--- src/rtl/multicycle_ctrl.sv ---
// rtl/multicycle_ctrl.sv - multicycle FETCH/DECODE/EXEC/MEM/WB control FSM with latched-opcode decode
// Optional memory watchdog is compiled in with `define MC_MEM_TIMEOUT_EN.
module multicycle_ctrl #(
   parameter int OPCODE_W    = 6,
   parameter int EXEC_W      = 4,
   parameter int MEM_TIMEOUT = 15
) (
   input  logic                clk,
   input  logic                rst,
   input  logic [OPCODE_W-1:0] opcode,
   input  logic                mem_ready,
   input  logic                branch_taken,
   input  logic                freeze,
   output logic [2:0]          state_o,
   output logic                ir_en,
   output logic                pc_en,
   output logic                pc_src,
   output logic                iord,
   output logic                mem_r_en,
   output logic                mem_w_en,
   output logic                wb_en,
   output logic [EXEC_W-1:0]   exec_cmd,
   output logic                is_imm,
   output logic                single_src,
   output logic                if_store_bne,
   output logic [1:0]          branch_type,
   output logic                instr_done,
   output logic                illegal_op,
   output logic                mem_err
);
   typedef enum logic [2:0] {
      S_FETCH  = 3'd0,
      S_DECODE = 3'd1,
      S_EXEC   = 3'd2,
      S_MEM    = 3'd3,
      S_WB     = 3'd4
   } state_e;

   typedef enum logic [2:0] {C_NOP, C_ALU, C_LD, C_ST, C_BR, C_ILL} cls_e;

   typedef struct packed {
      logic [3:0] cmd;
      logic       imm;
      logic       ss;
      logic       sb;
      logic [1:0] bt;
   } fields_t;

   if (MEM_TIMEOUT < 1 || MEM_TIMEOUT > 255) begin : g_bad_timeout
      $error("MEM_TIMEOUT must be in 1..255");
   end

   // Any set bit above the 6-bit opcode map makes the opcode illegal.
   function automatic cls_e op_class(input logic [OPCODE_W-1:0] op);
      cls_e c;
      case (op[5:0])
         6'h00:                                           c = C_NOP;
         6'h01, 6'h03, 6'h05, 6'h06, 6'h07, 6'h08,
         6'h09, 6'h0A, 6'h0B, 6'h0C, 6'h20, 6'h21:        c = C_ALU;
         6'h24:                                           c = C_LD;
         6'h25:                                           c = C_ST;
         6'h28, 6'h29, 6'h2A:                             c = C_BR;
         default:                                         c = C_ILL;
      endcase
      if ((op >> 6) != '0) c = C_ILL;
      return c;
   endfunction

   function automatic fields_t op_fields(input logic [5:0] op);
      fields_t f;
      f = '0;
      case (op)
         6'h03:        f.cmd = 4'b0010;
         6'h05:        f.cmd = 4'b0100;
         6'h06:        f.cmd = 4'b0101;
         6'h07:        f.cmd = 4'b0110;
         6'h08:        f.cmd = 4'b0111;
         6'h09, 6'h0A: f.cmd = 4'b1000;
         6'h0B:        f.cmd = 4'b1001;
         6'h0C:        f.cmd = 4'b1010;
         6'h20, 6'h24: begin f.imm = 1'b1; f.ss = 1'b1; end
         6'h21:        begin f.cmd = 4'b0010; f.imm = 1'b1; f.ss = 1'b1; end
         6'h25:        begin f.imm = 1'b1; f.sb = 1'b1; end
         6'h28:        begin f.imm = 1'b1; f.ss = 1'b1; f.bt = 2'b01; end
         6'h29:        begin f.imm = 1'b1; f.sb = 1'b1; f.bt = 2'b10; end
         6'h2A:        begin f.imm = 1'b1; f.ss = 1'b1; f.bt = 2'b11; end
         default:      f = '0;
      endcase
      return f;
   endfunction

   state_e              state_q, state_d;
   logic [OPCODE_W-1:0] opcode_q, opcode_d;
   cls_e                cls_in, cls_q;
   fields_t             fld_q;
   logic                tmo;

   assign cls_in = op_class(opcode);
   assign cls_q  = op_class(opcode_q);
   assign fld_q  = op_fields(opcode_q[5:0]);

   always_ff @(posedge clk) begin
      if (rst) begin
         state_q  <= S_FETCH;
         opcode_q <= '0;
      end else begin
         state_q  <= state_d;
         opcode_q <= opcode_d;
      end
   end

`ifdef MC_MEM_TIMEOUT_EN
   logic [7:0] cnt_q, cnt_d;
   logic       in_wait;

   assign in_wait = (state_q == S_FETCH) || (state_q == S_MEM);
   assign tmo     = in_wait && !freeze && !mem_ready && (cnt_q == 8'(MEM_TIMEOUT));

   always_comb begin
      cnt_d = cnt_q;
      if (freeze)
         cnt_d = cnt_q;
      else if (tmo || state_d != state_q)
         cnt_d = '0;
      else if (in_wait && !mem_ready)
         cnt_d = cnt_q + 8'd1;
   end

   always_ff @(posedge clk) begin
      if (rst) cnt_q <= '0;
      else     cnt_q <= cnt_d;
   end
`else
   assign tmo = 1'b0;
`endif

   always_comb begin
      state_d      = state_q;
      opcode_d     = opcode_q;
      state_o      = state_q;
      ir_en        = 1'b0;
      pc_en        = 1'b0;
      pc_src       = 1'b0;
      iord         = 1'b0;
      mem_r_en     = 1'b0;
      mem_w_en     = 1'b0;
      wb_en        = 1'b0;
      exec_cmd     = '0;
      is_imm       = 1'b0;
      single_src   = 1'b0;
      if_store_bne = 1'b0;
      branch_type  = 2'b00;
      instr_done   = 1'b0;
      illegal_op   = 1'b0;
      mem_err      = 1'b0;

      case (state_q)
         S_FETCH: begin
            mem_r_en = 1'b1;
            if (mem_ready) begin
               ir_en   = 1'b1;
               pc_en   = 1'b1;
               state_d = S_DECODE;
            end
         end
         S_DECODE: begin
            opcode_d = opcode;
            case (cls_in)
               C_NOP:   begin instr_done = 1'b1; state_d = S_FETCH; end
               C_ILL:   begin illegal_op = 1'b1; state_d = S_FETCH; end
               default: state_d = S_EXEC;
            endcase
         end
         S_EXEC: begin
            case (cls_q)
               C_ALU:       state_d = S_WB;
               C_LD, C_ST:  state_d = S_MEM;
               C_BR: begin
                  if (fld_q.bt == 2'b11 || branch_taken) begin
                     pc_en  = 1'b1;
                     pc_src = 1'b1;
                  end
                  instr_done = 1'b1;
                  state_d    = S_FETCH;
               end
               default:     state_d = S_FETCH;
            endcase
         end
         S_MEM: begin
            iord     = 1'b1;
            mem_r_en = (cls_q == C_LD);
            mem_w_en = (cls_q != C_LD);
            if (mem_ready) begin
               if (cls_q == C_LD) begin
                  state_d = S_WB;
               end else begin
                  instr_done = 1'b1;
                  state_d    = S_FETCH;
               end
            end
         end
         S_WB: begin
            wb_en      = 1'b1;
            instr_done = 1'b1;
            state_d    = S_FETCH;
         end
         default: state_d = S_FETCH;
      endcase

      if (state_q == S_EXEC || state_q == S_MEM || state_q == S_WB) begin
         exec_cmd     = EXEC_W'(fld_q.cmd);
         is_imm       = fld_q.imm;
         single_src   = fld_q.ss;
         if_store_bne = fld_q.sb;
         branch_type  = fld_q.bt;
      end

      if (tmo) begin
         ir_en    = 1'b0;
         pc_en    = 1'b0;
         mem_r_en = 1'b0;
         mem_w_en = 1'b0;
         mem_err  = 1'b1;
         state_d  = S_FETCH;
      end

      // Freeze parks the FSM; decode fields follow the held opcode_q.
      if (freeze) begin
         state_d    = state_q;
         opcode_d   = opcode_q;
         ir_en      = 1'b0;
         pc_en      = 1'b0;
         mem_r_en   = 1'b0;
         mem_w_en   = 1'b0;
         wb_en      = 1'b0;
         instr_done = 1'b0;
         illegal_op = 1'b0;
      end

      if (rst) begin
         state_o      = 3'd0;
         ir_en        = 1'b0;
         pc_en        = 1'b0;
         pc_src       = 1'b0;
         iord         = 1'b0;
         mem_r_en     = 1'b0;
         mem_w_en     = 1'b0;
         wb_en        = 1'b0;
         exec_cmd     = '0;
         is_imm       = 1'b0;
         single_src   = 1'b0;
         if_store_bne = 1'b0;
         branch_type  = 2'b00;
         instr_done   = 1'b0;
         illegal_op   = 1'b0;
         mem_err      = 1'b0;
      end
   end
endmodule

--- config.mk ---
export PLATFORM = sky130hd
export DESIGN_NAME = multicycle_ctrl
export DESIGN_NICKNAME = d
export VERILOG_FILES = /design/src/rtl/multicycle_ctrl.sv
export SDC_FILE = /design/constraint.sdc
export NUM_CORES = 1
export LEC_CHECK = 0
export BUFFER_PORTS_ARGS = -buffer_cell sky130_fd_sc_hd__buf_2
export CORE_MARGIN = 2
export CORE_UTILIZATION = 31
export DETAILED_ROUTE_END_ITERATION = 10
export SYNTH_ARGS = -nofsm -noshare
export SYNTH_HDL_FRONTEND = slang
export SYNTH_SLANG_ARGS = --single-unit
--- constraint.sdc ---
create_clock -name clk -period 2.1 [get_ports clk]
set_input_delay 0.21 -clock clk [delete_from_list [all_inputs] [get_ports clk]]
set_output_delay 0.21 -clock clk [all_outputs]
set_load 0.02 [all_outputs]
==> impl_metrics.env <==
export IMPL_clock_latency_ps=240
export IMPL_core_mm2=0.003633
export IMPL_post_route_util=0.4070
export IMPL_grt_use_total=0.1511
export IMPL_grt_ovfl_total=0
export IMPL_synthTopCellsByCount="27 x nor2_1, 12 x clkbuf_1, 12 x dfxtp_1"
export IMPL_cpLargestDelayFamily="simple AND/OR/NAND/NOR gates"
export IMPL_cts_buffers=3
export IMPL_startpoint_type="register"
export IMPL_fin_ws_ps=11.42
export IMPL_timing_fmax_mhz=478.8
export IMPL_skew_ps=5.874
export IMPL_remaining_drc_errors=0
export IMPL_p_sw_frac=0.2795
export IMPL_status="completed"
export IMPL_critPathMaxStageDelay_ps=390
export IMPL_cts_setup_buffers=0
export IMPL_grt_pass1_wl_um=5168
export IMPL_maxSlewViolCount=0
export IMPL_via_count=1261
export IMPL_synth_nets=182
export IMPL_grt_max_degree=22
export IMPL_cp_arrival_ps=1880
export IMPL_async_flop_share=0
export IMPL_synthTopCellsByArea="dfxtp_1 21%, nor2_1 8.7%, nand2b_1 5.4%"
export IMPL_required_ps=1890
export IMPL_drt_wl_total_um=3050
export IMPL_port_buffers=31
export IMPL_ys_seq_area_frac=0.2062
export IMPL_drt_iter0_markers=59
export IMPL_netlist_area_leader_share=0.2062
export IMPL_syn_avg_cell_area_um2=6.812
export IMPL_min_path_cells=2
export IMPL_min_period_over_period=0.9946
export IMPL_power_frac_comb=0.238
export IMPL_layout_drive_gt1_share=0.2864
export IMPL_io_pins=33
export IMPL_switching_power_uw=180.2
export IMPL_first_pass_iters=4
export IMPL_pwr_share_seq=0.381
export IMPL_synthCells=171
export IMPL_finalCriticalPeriod_ps=2089
export IMPL_clock_path_buffers=2
export IMPL_clk_pin_slew_ps=50
export IMPL_synth_top_cell_by_area="dfxtp_1"
export IMPL_hold_viol=0
export IMPL_die_width_um=65.30
export IMPL_clkSinkCount=12
export IMPL_criticalPathCategory="reg -> out"
export IMPL_fp_dieH_um=65.30
export IMPL_antenna_found_initial=0
export IMPL_rsz0062_at_grt="yes"
export IMPL_synth_seq_cells=12
export IMPL_syn2layout_area_growth_pct=26.96
export IMPL_vias_per_cell=5.105
export IMPL_cp_num_buf_inv=1
export IMPL_internal_power_uw=464.6
export IMPL_drtAntennaViolNets=0
export IMPL_initial_core_util=0.3206
export IMPL_cts_hold_buffers=0
export IMPL_fin_nets=211
export IMPL_yosysMostFrequentCell="nor2_1"
export IMPL_place_congestion=0.8033
export IMPL_cap_violations=0
export IMPL_ys_flop_type="dfxtp_1"
export IMPL_dp_slack_ps=102.2
export IMPL_critical_path_slowest_cell="or3b_4"
export IMPL_wire_per_inst_um=12.35
export IMPL_p_clk_frac=0.382
export IMPL_h_tree_depth=1
export IMPL_ir_drop_mv=0.3509
export IMPL_hpwl_um=2288
export IMPL_synth_edf_count=0
export IMPL_yosys_warnings=0
export IMPL_r2r_cells=6
export IMPL_power_uw=644.8
export IMPL_worstPathCellList="or3b_4, a211o_1, or2_4, a2111oi_4, buf_4"
export IMPL_antenna_diode_count=0
export IMPL_cts_tree="yes"
export IMPL_power_density_mw_per_mm2=436.0
export IMPL_synth_cell_area_mm2=0.001165
export IMPL_cp_depth=5
export IMPL_setup_viol=0
export IMPL_crit_fanout=5
export IMPL_num_rows=22
export IMPL_ys_types=49
export IMPL_grt_pass1_vias=1142
export IMPL_hold_path_class="in -> reg"
export IMPL_p_leak_nw=0.6043
export IMPL_cts_root_buf="clkbuf_8"
export IMPL_die_area_mm2=0.004264
export IMPL_end_kind="output port"
==> cells in the final DEF, fill, tap and decap left out, types with 2 or more instances in the layout <==
cell / Yosys / final
a21oi_1: 11 / 11
a31oi_1: 3 / 3
and2_1: 3 / 3
and3_1: 2 / 2
buf_2: 3 / 28
buf_4: 1 / 15
clkbuf_8: 0 / 4
dfxtp_1: 12 / 11
inv_1: 5 / 5
mux2i_1: 4 / 4
nand2_1: 10 / 10
nand2b_1: 10 / 9
nand3_1: 2 / 2
nand4_1: 3 / 3
nor2_1: 27 / 27
nor2b_1: 6 / 6
nor3_1: 10 / 9
nor3b_1: 2 / 2
nor4_1: 3 / 3
nor4b_1: 4 / 4
o211ai_1: 2 / 2
o21ai_0: 4 / 4
xnor2_1: 3 / 3
==> flip-flops by register name (all words and copies together) (netlist names) <==
register,cells
opcode_q,6
state_q,3
cls_q,3
==> logic make-up after synthesis <==
group / after synthesis / synth area share
compound gates: 36 / 0.2245
xor+xnor: 3 / 0.02256
buf+inv: 24 / 0.08378
flops: 12 / 0.2062
mux: 4 / 0.03437
other cells: 1 / 0.003219
simple gates: 91 / 0.4254
==> final timing paths <==
| path | end | slack [ps] | startpoint |
|---|---|---|---|
| worst min-delay path | state_q[1] | 260 | opcode[4] |
| worst min register to register | state_q[2] | 560 | cls_q[2] |
| worst max-delay path | if_store_bne | 10 | state_q[1] |
| worst max register to register | cls_q[0] | 370 | state_q[0] |
==> per-stage QoR <==
| stage | cells | cell area [µm²] | hold slack, ps | TNS (ps) |
|---|---|---|---|---|
| 3_5_place_dp | 243 | 1391 | 517.3 | 0 |
| 5_1_grt | 247 | 1479 | 283.8 | -144.5 |
| 6_report | 247 | 1479 | 258.9 | 0 |
| 3_3_place_gp | 243 | 1391 | 516.6 | 0 |
| 4_1_cts | 247 | 1460 | 270.6 | -2.486 |
| 2_1_floorplan | 171 | 1165 | 310.8 | 0 |
==> what timing repair did <==
action,CTS,global route
pin swaps,3,1
endpoints found under the setup margin,2,4
gates resized for setup,5,4
==> power groups by stage <==
stage               Clock, mW  Sequential (mW)  Combinational (mW)
floorplan                   0            0.250               0.110
global placement            0            0.250               0.150
detailed placement          0            0.250               0.150
CTS                     0.250            0.245               0.151
global route            0.261            0.247               0.172
finish                  0.246            0.246               0.153
==> per-layer routing <==
metal	track usage	wire (µm)
met1	0.1967	1447
met2	0.2474	1435
met3	0.03253	133
met4	0.04948	34
met5	0	0
==> worst register-to-register path, stage by stage, from the launching register on <==
cell and delay, ps:
dfxtp_1 330, buf_4 200, or4b_4 510, buf_4 210
nand4_1 80, o21ai_0 80, nor4bb_1 230
==> area by class of cell <==
class	count	area [µm²]
clock buffers	4	55.05
multi-input cells	135	850.8
fillers	412	2155
well taps	48	60.06
flip-flops and latches	12	241.5
inverters	5	18.77
repair buffers	43	252.7
Power figures use the tool's default switching activity.
